[config.mk]
export PLATFORM = sky130hd
export DESIGN_NAME = tim_ctrl
export DESIGN_NICKNAME = d
export VERILOG_FILES = /design/src/rtl/tim_ctrl_pkg.sv /design/src/rtl/tim_ctrl_shadow.sv /design/src/rtl/tim_ctrl.sv
export SDC_FILE = /design/constraint.sdc
export NUM_CORES = 1
export LEC_CHECK = 0
export BUFFER_PORTS_ARGS = -buffer_cell sky130_fd_sc_hd__buf_2
export CORE_UTILIZATION = 50
export CTS_CLUSTER_DIAMETER = 120
export CTS_CLUSTER_SIZE = 12
export DETAILED_ROUTE_END_ITERATION = 6
export GPL_TIMING_DRIVEN = 0
export PLACE_DENSITY = 0.77
export SYNTH_ARGS = -nofsm -noshare
export SYNTH_HDL_FRONTEND = slang
export SYNTH_HIERARCHICAL = 1
export SYNTH_SLANG_ARGS = --single-unit
[constraint.sdc]
create_clock -name clk -period 1.5 [get_ports clk]
set_input_delay 0 -clock clk [delete_from_list [all_inputs] [get_ports clk]]
set_output_delay 0 -clock clk [all_outputs]
set_load 0.05 [all_outputs]
[src/rtl/tim_ctrl_pkg.sv]
// Shared constants for the TIM configuration controller: register offsets,
// CR bit positions and the preload-transfer state encoding.
package tim_ctrl_pkg;

  localparam int CR   = 0;
  localparam int PSC  = 1;
  localparam int ARR  = 2;
  localparam int CCR1 = 3;
  localparam int CCR2 = 4;
  localparam int SR   = 5;
  localparam int DIER = 6;
  localparam int CNT  = 7;

  localparam int CEN  = 0;
  localparam int DIR  = 1;
  localparam int ARPE = 2;
  localparam int UG   = 3;
  localparam int OPM  = 4;

  localparam int N_SHADOW = 4;
  localparam int N_REGS   = 8;

  typedef enum logic [1:0] {
    IDLE,
    ARMED,
    XFER
  } state_t;

endpackage

[src/rtl/tim_ctrl_shadow.sv]
// One preload/active register pair. With ARPE clear a write goes straight
// through to the active copy; otherwise the active copy loads on xfer.
module tim_ctrl_shadow #(
  parameter int           W       = 16,
  parameter logic [W-1:0] RST_VAL = '0
) (
  input  logic         clk,
  input  logic         reset,
  input  logic         wr_en,
  input  logic [W-1:0] wdata,
  input  logic         arpe,
  input  logic         xfer,
  output logic [W-1:0] preload,
  output logic [W-1:0] active
);

  logic [W-1:0] preload_reg;
  logic [W-1:0] active_reg;

  always_ff @(posedge clk) begin
    if (reset) begin
      preload_reg <= RST_VAL;
      active_reg  <= RST_VAL;
    end else begin
      if (wr_en) begin
        preload_reg <= wdata;
      end
      // A direct write beats the transfer copy for this one register.
      if (wr_en && !arpe) begin
        active_reg <= wdata;
      end else if (xfer) begin
        active_reg <= preload_reg;
      end
    end
  end

  assign preload = preload_reg;
  assign active  = active_reg;

endmodule

[src/rtl/tim_ctrl.sv]
// TIM configuration/sequencing controller: bus register file, preload
// transfer FSM and update interrupt. Macro TIMCTRL_ONE_PULSE_EN adds CR.OPM.
module tim_ctrl
  import tim_ctrl_pkg::*;
#(
  parameter int               ADDR_W  = 4,
  parameter int               CNT_W   = 16,
  parameter logic [CNT_W-1:0] RST_ARR = 16'hFFFF
) (
  input  logic              clk,
  input  logic              reset,
  input  logic              bus_wr_en,
  input  logic              bus_rd_en,
  input  logic [ADDR_W-1:0] bus_addr,
  input  logic [31:0]       bus_wdata,
  output logic [31:0]       bus_rdata,
  output logic              bus_ready,
  input  logic [CNT_W-1:0]  tim_cnt,
  input  logic              tim_update,
  output logic              tim_en,
  output logic              tim_countdown,
  output logic [CNT_W-1:0]  tim_psc,
  output logic [CNT_W-1:0]  tim_arr,
  output logic [CNT_W-1:0]  tim_ccr1,
  output logic [CNT_W-1:0]  tim_ccr2,
  output logic              irq
);

  logic [N_REGS-1:0] sel;
  logic [N_REGS-1:0] wr_sel;
  logic              rd_do;
  logic              ug;
  logic              preload_wr;
  logic              xfer;

  logic              cen_reg;
  logic              dir_reg;
  logic              arpe_reg;
  logic              opm_bit;
  logic              uif_reg;
  logic              uie_reg;
  logic              bus_ready_reg;
  logic [31:0]       bus_rdata_reg;
  logic [31:0]       rd_word;

  state_t            state_reg;
  state_t            state_next;

  logic [CNT_W-1:0]  pre [N_SHADOW];
  logic [CNT_W-1:0]  act [N_SHADOW];

  genvar gi;

  generate
    for (gi = 0; gi < N_REGS; gi++) begin : g_dec
      assign sel[gi] = (bus_addr == ADDR_W'(gi));
    end
  endgenerate

  assign wr_sel     = bus_wr_en ? sel : '0;
  assign rd_do      = bus_rd_en & ~bus_wr_en;
  assign ug         = wr_sel[CR] & bus_wdata[UG];
  assign preload_wr = |wr_sel[CCR2:PSC];
  assign xfer       = (state_reg == XFER);

  generate
    for (gi = 0; gi < N_SHADOW; gi++) begin : g_shadow
      tim_ctrl_shadow #(
        .W       (CNT_W),
        .RST_VAL ((gi == ARR - PSC) ? RST_ARR : '0)
      ) u_shadow (
        .clk     (clk),
        .reset   (reset),
        .wr_en   (wr_sel[PSC + gi]),
        .wdata   (bus_wdata[CNT_W-1:0]),
        .arpe    (arpe_reg),
        .xfer    (xfer),
        .preload (pre[gi]),
        .active  (act[gi])
      );
    end
  endgenerate

  assign tim_psc  = act[0];
  assign tim_arr  = act[1];
  assign tim_ccr1 = act[2];
  assign tim_ccr2 = act[3];

`ifdef TIMCTRL_ONE_PULSE_EN
  logic opm_reg;

  always_ff @(posedge clk) begin
    if (reset) begin
      opm_reg <= 1'b0;
    end else if (wr_sel[CR]) begin
      opm_reg <= bus_wdata[OPM];
    end
  end

  assign opm_bit = opm_reg;
`else
  assign opm_bit = 1'b0;
`endif

  // A CR write takes precedence over the one-pulse auto-stop.
  always_ff @(posedge clk) begin
    if (reset) begin
      cen_reg  <= 1'b0;
      dir_reg  <= 1'b0;
      arpe_reg <= 1'b0;
    end else if (wr_sel[CR]) begin
      cen_reg  <= bus_wdata[CEN];
      dir_reg  <= bus_wdata[DIR];
      arpe_reg <= bus_wdata[ARPE];
    end else if (opm_bit && tim_update) begin
      cen_reg  <= 1'b0;
    end
  end

  // Setting UIF wins over a coincident write-1-to-clear.
  always_ff @(posedge clk) begin
    if (reset) begin
      uif_reg <= 1'b0;
      uie_reg <= 1'b0;
    end else begin
      if (tim_update || ug) begin
        uif_reg <= 1'b1;
      end else if (wr_sel[SR] && bus_wdata[0]) begin
        uif_reg <= 1'b0;
      end
      if (wr_sel[DIER]) begin
        uie_reg <= bus_wdata[0];
      end
    end
  end

  always_comb begin
    rd_word = '0;
    if (sel[CR]) begin
      rd_word[OPM:CEN] = {opm_bit, 1'b0, arpe_reg, dir_reg, cen_reg};
    end
    if (sel[SR]) begin
      rd_word[0] = uif_reg;
    end
    if (sel[DIER]) begin
      rd_word[0] = uie_reg;
    end
    if (sel[CNT]) begin
      rd_word[CNT_W-1:0] = tim_cnt;
    end
    for (int i = 0; i < N_SHADOW; i++) begin
      if (sel[PSC + i]) begin
        rd_word[CNT_W-1:0] = pre[i];
      end
    end
  end

  always_ff @(posedge clk) begin
    if (reset) begin
      bus_ready_reg <= 1'b0;
      bus_rdata_reg <= '0;
    end else begin
      bus_ready_reg <= bus_wr_en | bus_rd_en;
      if (rd_do) begin
        bus_rdata_reg <= rd_word;
      end
    end
  end

  always_ff @(posedge clk) begin
    if (reset) begin
      state_reg <= IDLE;
    end else begin
      state_reg <= state_next;
    end
  end

  always_comb begin
    state_next = state_reg;
    case (state_reg)
      IDLE: begin
        if (ug) begin
          state_next = XFER;
        end else if (preload_wr && arpe_reg) begin
          state_next = ARMED;
        end
      end
      ARMED: begin
        if (tim_update || ug) begin
          state_next = XFER;
        end
      end
      XFER: begin
        if (ug) begin
          state_next = XFER;
        end else if (preload_wr) begin
          state_next = ARMED;
        end else begin
          state_next = IDLE;
        end
      end
      default: state_next = IDLE;
    endcase
  end

  logic unused_wdata;
  assign unused_wdata = ^bus_wdata[31:CNT_W];

  assign bus_ready     = bus_ready_reg;
  assign bus_rdata     = bus_rdata_reg;
  assign tim_en        = cen_reg;
  assign tim_countdown = dir_reg;
  assign irq           = uif_reg & uie_reg;

endmodule
---- Yosys cells after proc, flatten, opt, wreduce, memory -nomap -nowiden ----
Index checks and enable logic that the tools add are counted.
storage, ports and cells
  register bits ........................... 152
  input bits .............................. 57
  output and inout port bits .............. 100
  word-level logic and storage cells ...... 74
operators by class
  equality and inequality tests ........... 11
  multiplexer cells ....................... 25
  bitwise operators ....................... 5
  reductions and logical operators ........ 17
operators with widths
  cell                                           count
  two-way mux 16 bit                             13
  == test 4 x 3 -> 1 bit, second input constant  4
  nonzero test 2 bit                             5
  == test 4 x 2 -> 1 bit, second input constant  2
  two-way mux 2 bit                              4
  two-way mux 7 bit                              1
  logical AND 1 bit                              6
  one-hot mux 2 bit (3 select lines)             1
  two-way mux 1 bit                              5
  == test 4 x 1 -> 1 bit, second input constant  1
  zero test 4 bit                                1
  OR reduction 4 bit                             1
  AND 1 bit                                      3
  two-way mux 3 bit                              1
  inequality test 3 bit, second input constant   1
  == test 2 x 1 -> 1 bit, second input constant  1
  == test 2 bit, second input constant           1
  zero test 2 bit                                1
  inequality test 2 bit, second input constant   1
  AND reduction 2 bit                            1
  zero test 1 bit                                1
  logical OR 1 bit                               1
  inverter 1 bit                                 1
  OR 1 bit                                       1

---- Longest topological paths before layout ----
  word-level depth ........................ 9
  mapped depth ............................ 9
  mapped depth without buffers ............ 4

---- Hierarchy ----
The synthesis kept the hierarchy.
modules (own cells, without submodules)
  module                                      times used  cells an instance  area an instance (um^2)  sequential area each (um^2)
  tim_ctrl_shadow (g_shadow[0].u_shadow ...)  3           126                1,422.6                  640.6
  tim_ctrl                                    1           206                1,740.4                  480.5
  tim_ctrl_shadow (g_shadow[1].u_shadow)      1           129                1,390.1                  640.6

---- Least setup slack after synthesis ----
No wires, ideal clock.
  kind .................................... input-to-reg
  from .................................... in bus_addr[2]
  to ...................................... reg g_shadow[2].u_shadow.active_reg[11]
  setup time .............................. 137 ps
  arrival ................................. 1,419 ps
  required time ........................... 1,363 ps
  setup slack ............................. -56 ps
  cell stages on the path ................. 8
  buffers on the path ..................... 4
  cell sequence ........................... buf_4 > nor4bb_4 > buf_4 > and2_1 > buf_2 > buf_4 > nor3b_1 > a211oi_2
on the way
  longest elaborated chain between the ends .. 4
  elaborated cells between the ends (all ways) .. 5
  those cells by class .................... eq/ne: 1; mux: 2; reduce/logical: 2
ends and longest elaborated chain
  item                                                      line                   source
  from (decl)                                               tim_ctrl.sv:14         input logic [ADDR_W-1:0] bus_addr,
  == test 4 x 2 -> 1 bit *                                  tim_ctrl.sv:56         assign sel[gi] = (bus_addr == ADDR_W'(gi));
  two-way mux 7 bit *                                       tim_ctrl.sv:60         assign wr_sel = bus_wr_en ? sel : '0;
  via wr_sel[3]                                             tim_ctrl.sv:30         logic [N_REGS-1:0] wr_sel;
  logical AND 1 bit *                                       tim_ctrl_shadow.sv:29  if (wr_en && !arpe) begin
  two-way mux 16 bit or nonzero test 2 bit (tied branches)  -
  to (signal assigned)                                      tim_ctrl_shadow.sv:30  active_reg <= wdata;
  to (signal assigned)                                      tim_ctrl_shadow.sv:32  active_reg <= preload_reg;
  to (decl)                                                 tim_ctrl_shadow.sv:18  logic [W-1:0] active_reg;
The timed path passes the listed nets; every way through them passes the cells marked *.
A chain may end at the register's enable or synchronous reset.

---- Final worst setup path ----
  from .................................... reg state_reg[0]
  to ...................................... reg g_shadow[0].u_shadow.active_reg[9]
on the way
  longest elaborated chain between the ends .. 2
ends and longest elaborated chain
  item                          line                   source
  from (decl)                   tim_ctrl.sv:46         state_t state_reg;
  from (signal assigned)        tim_ctrl.sv:174        state_reg <= state_next;
  == test 2 bit                 tim_ctrl.sv:64         assign xfer = (state_reg == XFER);
  via xfer                      tim_ctrl.sv:34         logic xfer;
  nonzero test 2 bit (no line)  -
  to (signal assigned)          tim_ctrl_shadow.sv:30
  to (signal assigned)          tim_ctrl_shadow.sv:32
  to (decl)                     tim_ctrl_shadow.sv:18
The timed path passes the listed nets, and every way through them passes these cells.

==> flow_metrics.tcl <==
set metrics [dict create \
    status "finished clean" \
    fillers 1204 \
    async_flop_share 0 \
    grt_setup_unrepaired "false" \
    worstHoldStart "tim_cnt[14]" \
    start_util 0.5110 \
    yosys_register_bits 152 \
    wl_per_cell_um 18.23 \
    ys_warn_count 6 \
    slew-limit-headroom 0.5748 \
    hp-class "primary input to flip-flop" \
    startpoint_type "flip-flop" \
    wl_mm 19.98 \
    critical_path_required_ns 1.78 \
    total_leakage_power_nw 3.458 \
    antenna_left 0 \
    antenna_found_initial 0 \
    io_pins 157 \
    final_cells 1096 \
    vias 6179 \
    ys.flop_type "dfxtp_1" \
    finalSetupViolations 0 \
    cts_root_buffer "clkbuf_16" \
    worst_setup_path_end_kind "flip-flop" \
    crit_start "state_reg[0]$_SDFFE_PP0P_" \
    syn_avg_cell_area_um2 10.38 \
    cts.sinks 152 \
    clk_latency_ns 0.42 \
    cts_max_level 4 \
    tritoncts "yes" \
    max_freq_mhz 688.4 \
    synth-seq-area-share 0.4113 \
    die-area_mm2 0.01529 \
    irDropWorstVdd_uv 814.0 \
    r2r_start "state_reg[0]$_SDFFE_PP0P_" \
    die_width_um 123.6 \
    final_net_count 958 \
    cp.arrival_ns 1.74 \
    cts_made_buffers 17 \
    diodes 0 \
    via_per_inst 5.638 \
    fin_skew_ns 0.005492 \
    multi_input_area_mm2 0.003874 \
    cts.clk_slew.worst_paths_ns 0.06 \
    syn2layout_area_growth_pct 24.86 \
    powerDensity_mw_per_mm2 988.4 \
    synth.distinct_cells 48 \
    netlist_area_mm2 0.007398 \
    tightest_slew_ns 0.6378 \
    syn_inst 713 \
    core_mm2 0.01448 \
    preCtsSetupSlack_ns -0.4740 \
    finalHoldViolations 0 \
    final-seq-area_mm2 0.003045 \
    fin_setup_tns_ns 0 \
    whs_ns 0.02125 \
    max-cap-violations 0 \
    drt_iter0_drc 412 \
    drcViolationCount 0 \
    grt.total_usage 0.2663 \
    die_y_um 123.6 \
    dp.cells 1035 \
    cts_buffer_depth 2 \
    synth-edff-count 0 \
    timing.final.crit_share 0.9684 \
    grt_pass1_wl_mm 30.71 \
    numPortBuffers 123 \
    period_minus_slack_ns 1.453 \
    dp_hpwl_mm 14.97 \
    final_max_slew_viol_count 0 \
    layout_setup_ws_ns 0.04734 \
    drive_gt1_frac 0.3202 \
    std_cell_rows 44 \
    grt_overflow_total 0 \
    crit_type "flip-flop to flip-flop" \
    cp_max_fo 10 \
    first_pass_iters 5 \
    grt_max_degree 23 \
    gp_congestion 0.9309 \
    grt_pass1_vias 5776 \
]
-- final timing paths --
kind                                                                    end  slack, ns  cells past startpoint
worst min register to register                    state_reg[1]$_SDFFE_PP0P_       0.49                      1
worst max register to register  g_shadow[0].u_shadow/active[9]$_SDFFE_PP0P_       0.05                      5
worst max-delay path            g_shadow[0].u_shadow/active[9]$_SDFFE_PP0P_       0.05                      5
worst min-delay path                             bus_rdata[14]$_SDFFE_PP0P_       0.02                      3
-- worst max-delay path, stage by stage (launching register included) --
cell and delay [ns]:
dfxtp_1 0.37, nor2b_4 0.26, buf_6 0.17, buf_6 0.17
mux2i_1 0.26, a211oi_2 0.09
-- cells in the mapped netlist (all sizes together), types with 2 or more instances --
library cell | count | area, µm²
or3b | 2 | 17.52
a311oi | 12 | 105.1
nand2b | 6 | 67.56
and2 | 4 | 25.02
and4b | 2 | 20.02
a22oi | 13 | 97.59
or3 | 12 | 75.07
mux2i | 135 | 1351
nor3b | 50 | 375.4
and3 | 2 | 12.51
a21oi | 7 | 35.03
dfxtp | 152 | 3043
a31oi | 16 | 100.1
a222oi | 12 | 120.1
nand3 | 4 | 20.02
nand2 | 20 | 75.07
o2bb2ai | 3 | 26.28
clkbuf | 15 | 58.81
a211oi | 52 | 540.5
inv | 3 | 11.26
nor2 | 75 | 284.0
a221oi | 4 | 35.03
buf | 75 | 574.3
nor2b | 5 | 31.28
nor4b | 19 | 181.4
-- layer usage --
layer / track usage / vias to the layer above / wire [µm]
met5: 0 / - / 0
met4: 0.1062 / 0 / 533
met3: 0.05311 / 40 / 1135
met2: 0.4139 / 233 / 9039
met1: 0.3613 / 2919 / 9271
li1: - / 2987 / -
-- final cells by class --
type,instances,share of cell area
Timing Repair Buffer,155,0.09752
Clock inverter,2,0.001354
Tap cell,184,0.02492
Inverter,3,0.001219
Multi-Input combinational cell,483,0.4193
Buffer,89,0.07003
Sequential cell,152,0.3297
Clock buffer,28,0.05594
-- cells in the final DEF, fill, tap and decap left out, types with 5 or more instances in the layout --
| cell | n |
|---|---|
| nor4b_1 | 18 |
| mux2i_1 | 131 |
| a21oi_1 | 7 |
| buf_6 | 21 |
| clkbuf_8 | 5 |
| a22oi_1 | 13 |
| a211oi_1 | 22 |
| dlygate4sd3_1 | 18 |
| clkbuf_16 | 17 |
| buf_1 | 6 |
| a31oi_1 | 16 |
| dfxtp_1 | 150 |
| nor2_1 | 74 |
| or3_1 | 12 |
| nand2_1 | 20 |
| clkbuf_1 | 18 |
| a222oi_1 | 12 |
| buf_2 | 140 |
| conb_1 | 16 |
| a311oi_1 | 12 |
| buf_4 | 43 |
| a211oi_2 | 30 |
| nor3b_2 | 15 |
| nor3b_1 | 35 |
-- cells by family (layout without fill, tap and decap cells) --
| logic type | count (synthesis) | in the layout | share of synthesized area |
|---|---|---|---|
| DFF | 152 | 152 | 0.4113 |
| buffers and inverters | 93 | 277 | 0.08710 |
| and+or+nand+nor | 207 | 207 | 0.1684 |
| other | 1 | 16 | 0.0005069 |
| muxes | 135 | 135 | 0.1826 |
| AOI/OAI and AO/OA | 123 | 123 | 0.1476 |
| xor gates and xnor gates | 2 | 2 | 0.002368 |
-- report_power, final --
| group | switching (mW) | internal, mW | leakage, nW | total [mW] |
|---|---|---|---|---|
| combinational | 0.743 | 0.342 | 1.97 | 1.08 |
| sequential | 0.0671 | 4.13 | 1.23 | 4.19 |
| clock | 1.54 | 2.31 | 0.257 | 3.85 |
| total | 2.35 | 6.78 | 3.46 | 9.13 |
-- stage by stage --
stage,power (mW),utilization,instance area [µm²]
finish,9.131,0.6380,9238
global route,9.449,0.6380,9238
CTS,9.163,0.6275,9085
detailed placement,5.302,0.5774,8361
global placement,5.293,0.5774,8361
floorplan,4.983,-,7515
-- what timing repair did --
action | CTS | global route
setup buffers | 1 | 13
gates resized for setup | 2 | 19
setup endpoints to repair | 62 | 51
hold buffers | 18 | 0
pin swaps | 1 | 1
hold endpoints to repair | 59 | 0
Note: power is estimated with default switching activity, not from simulation.
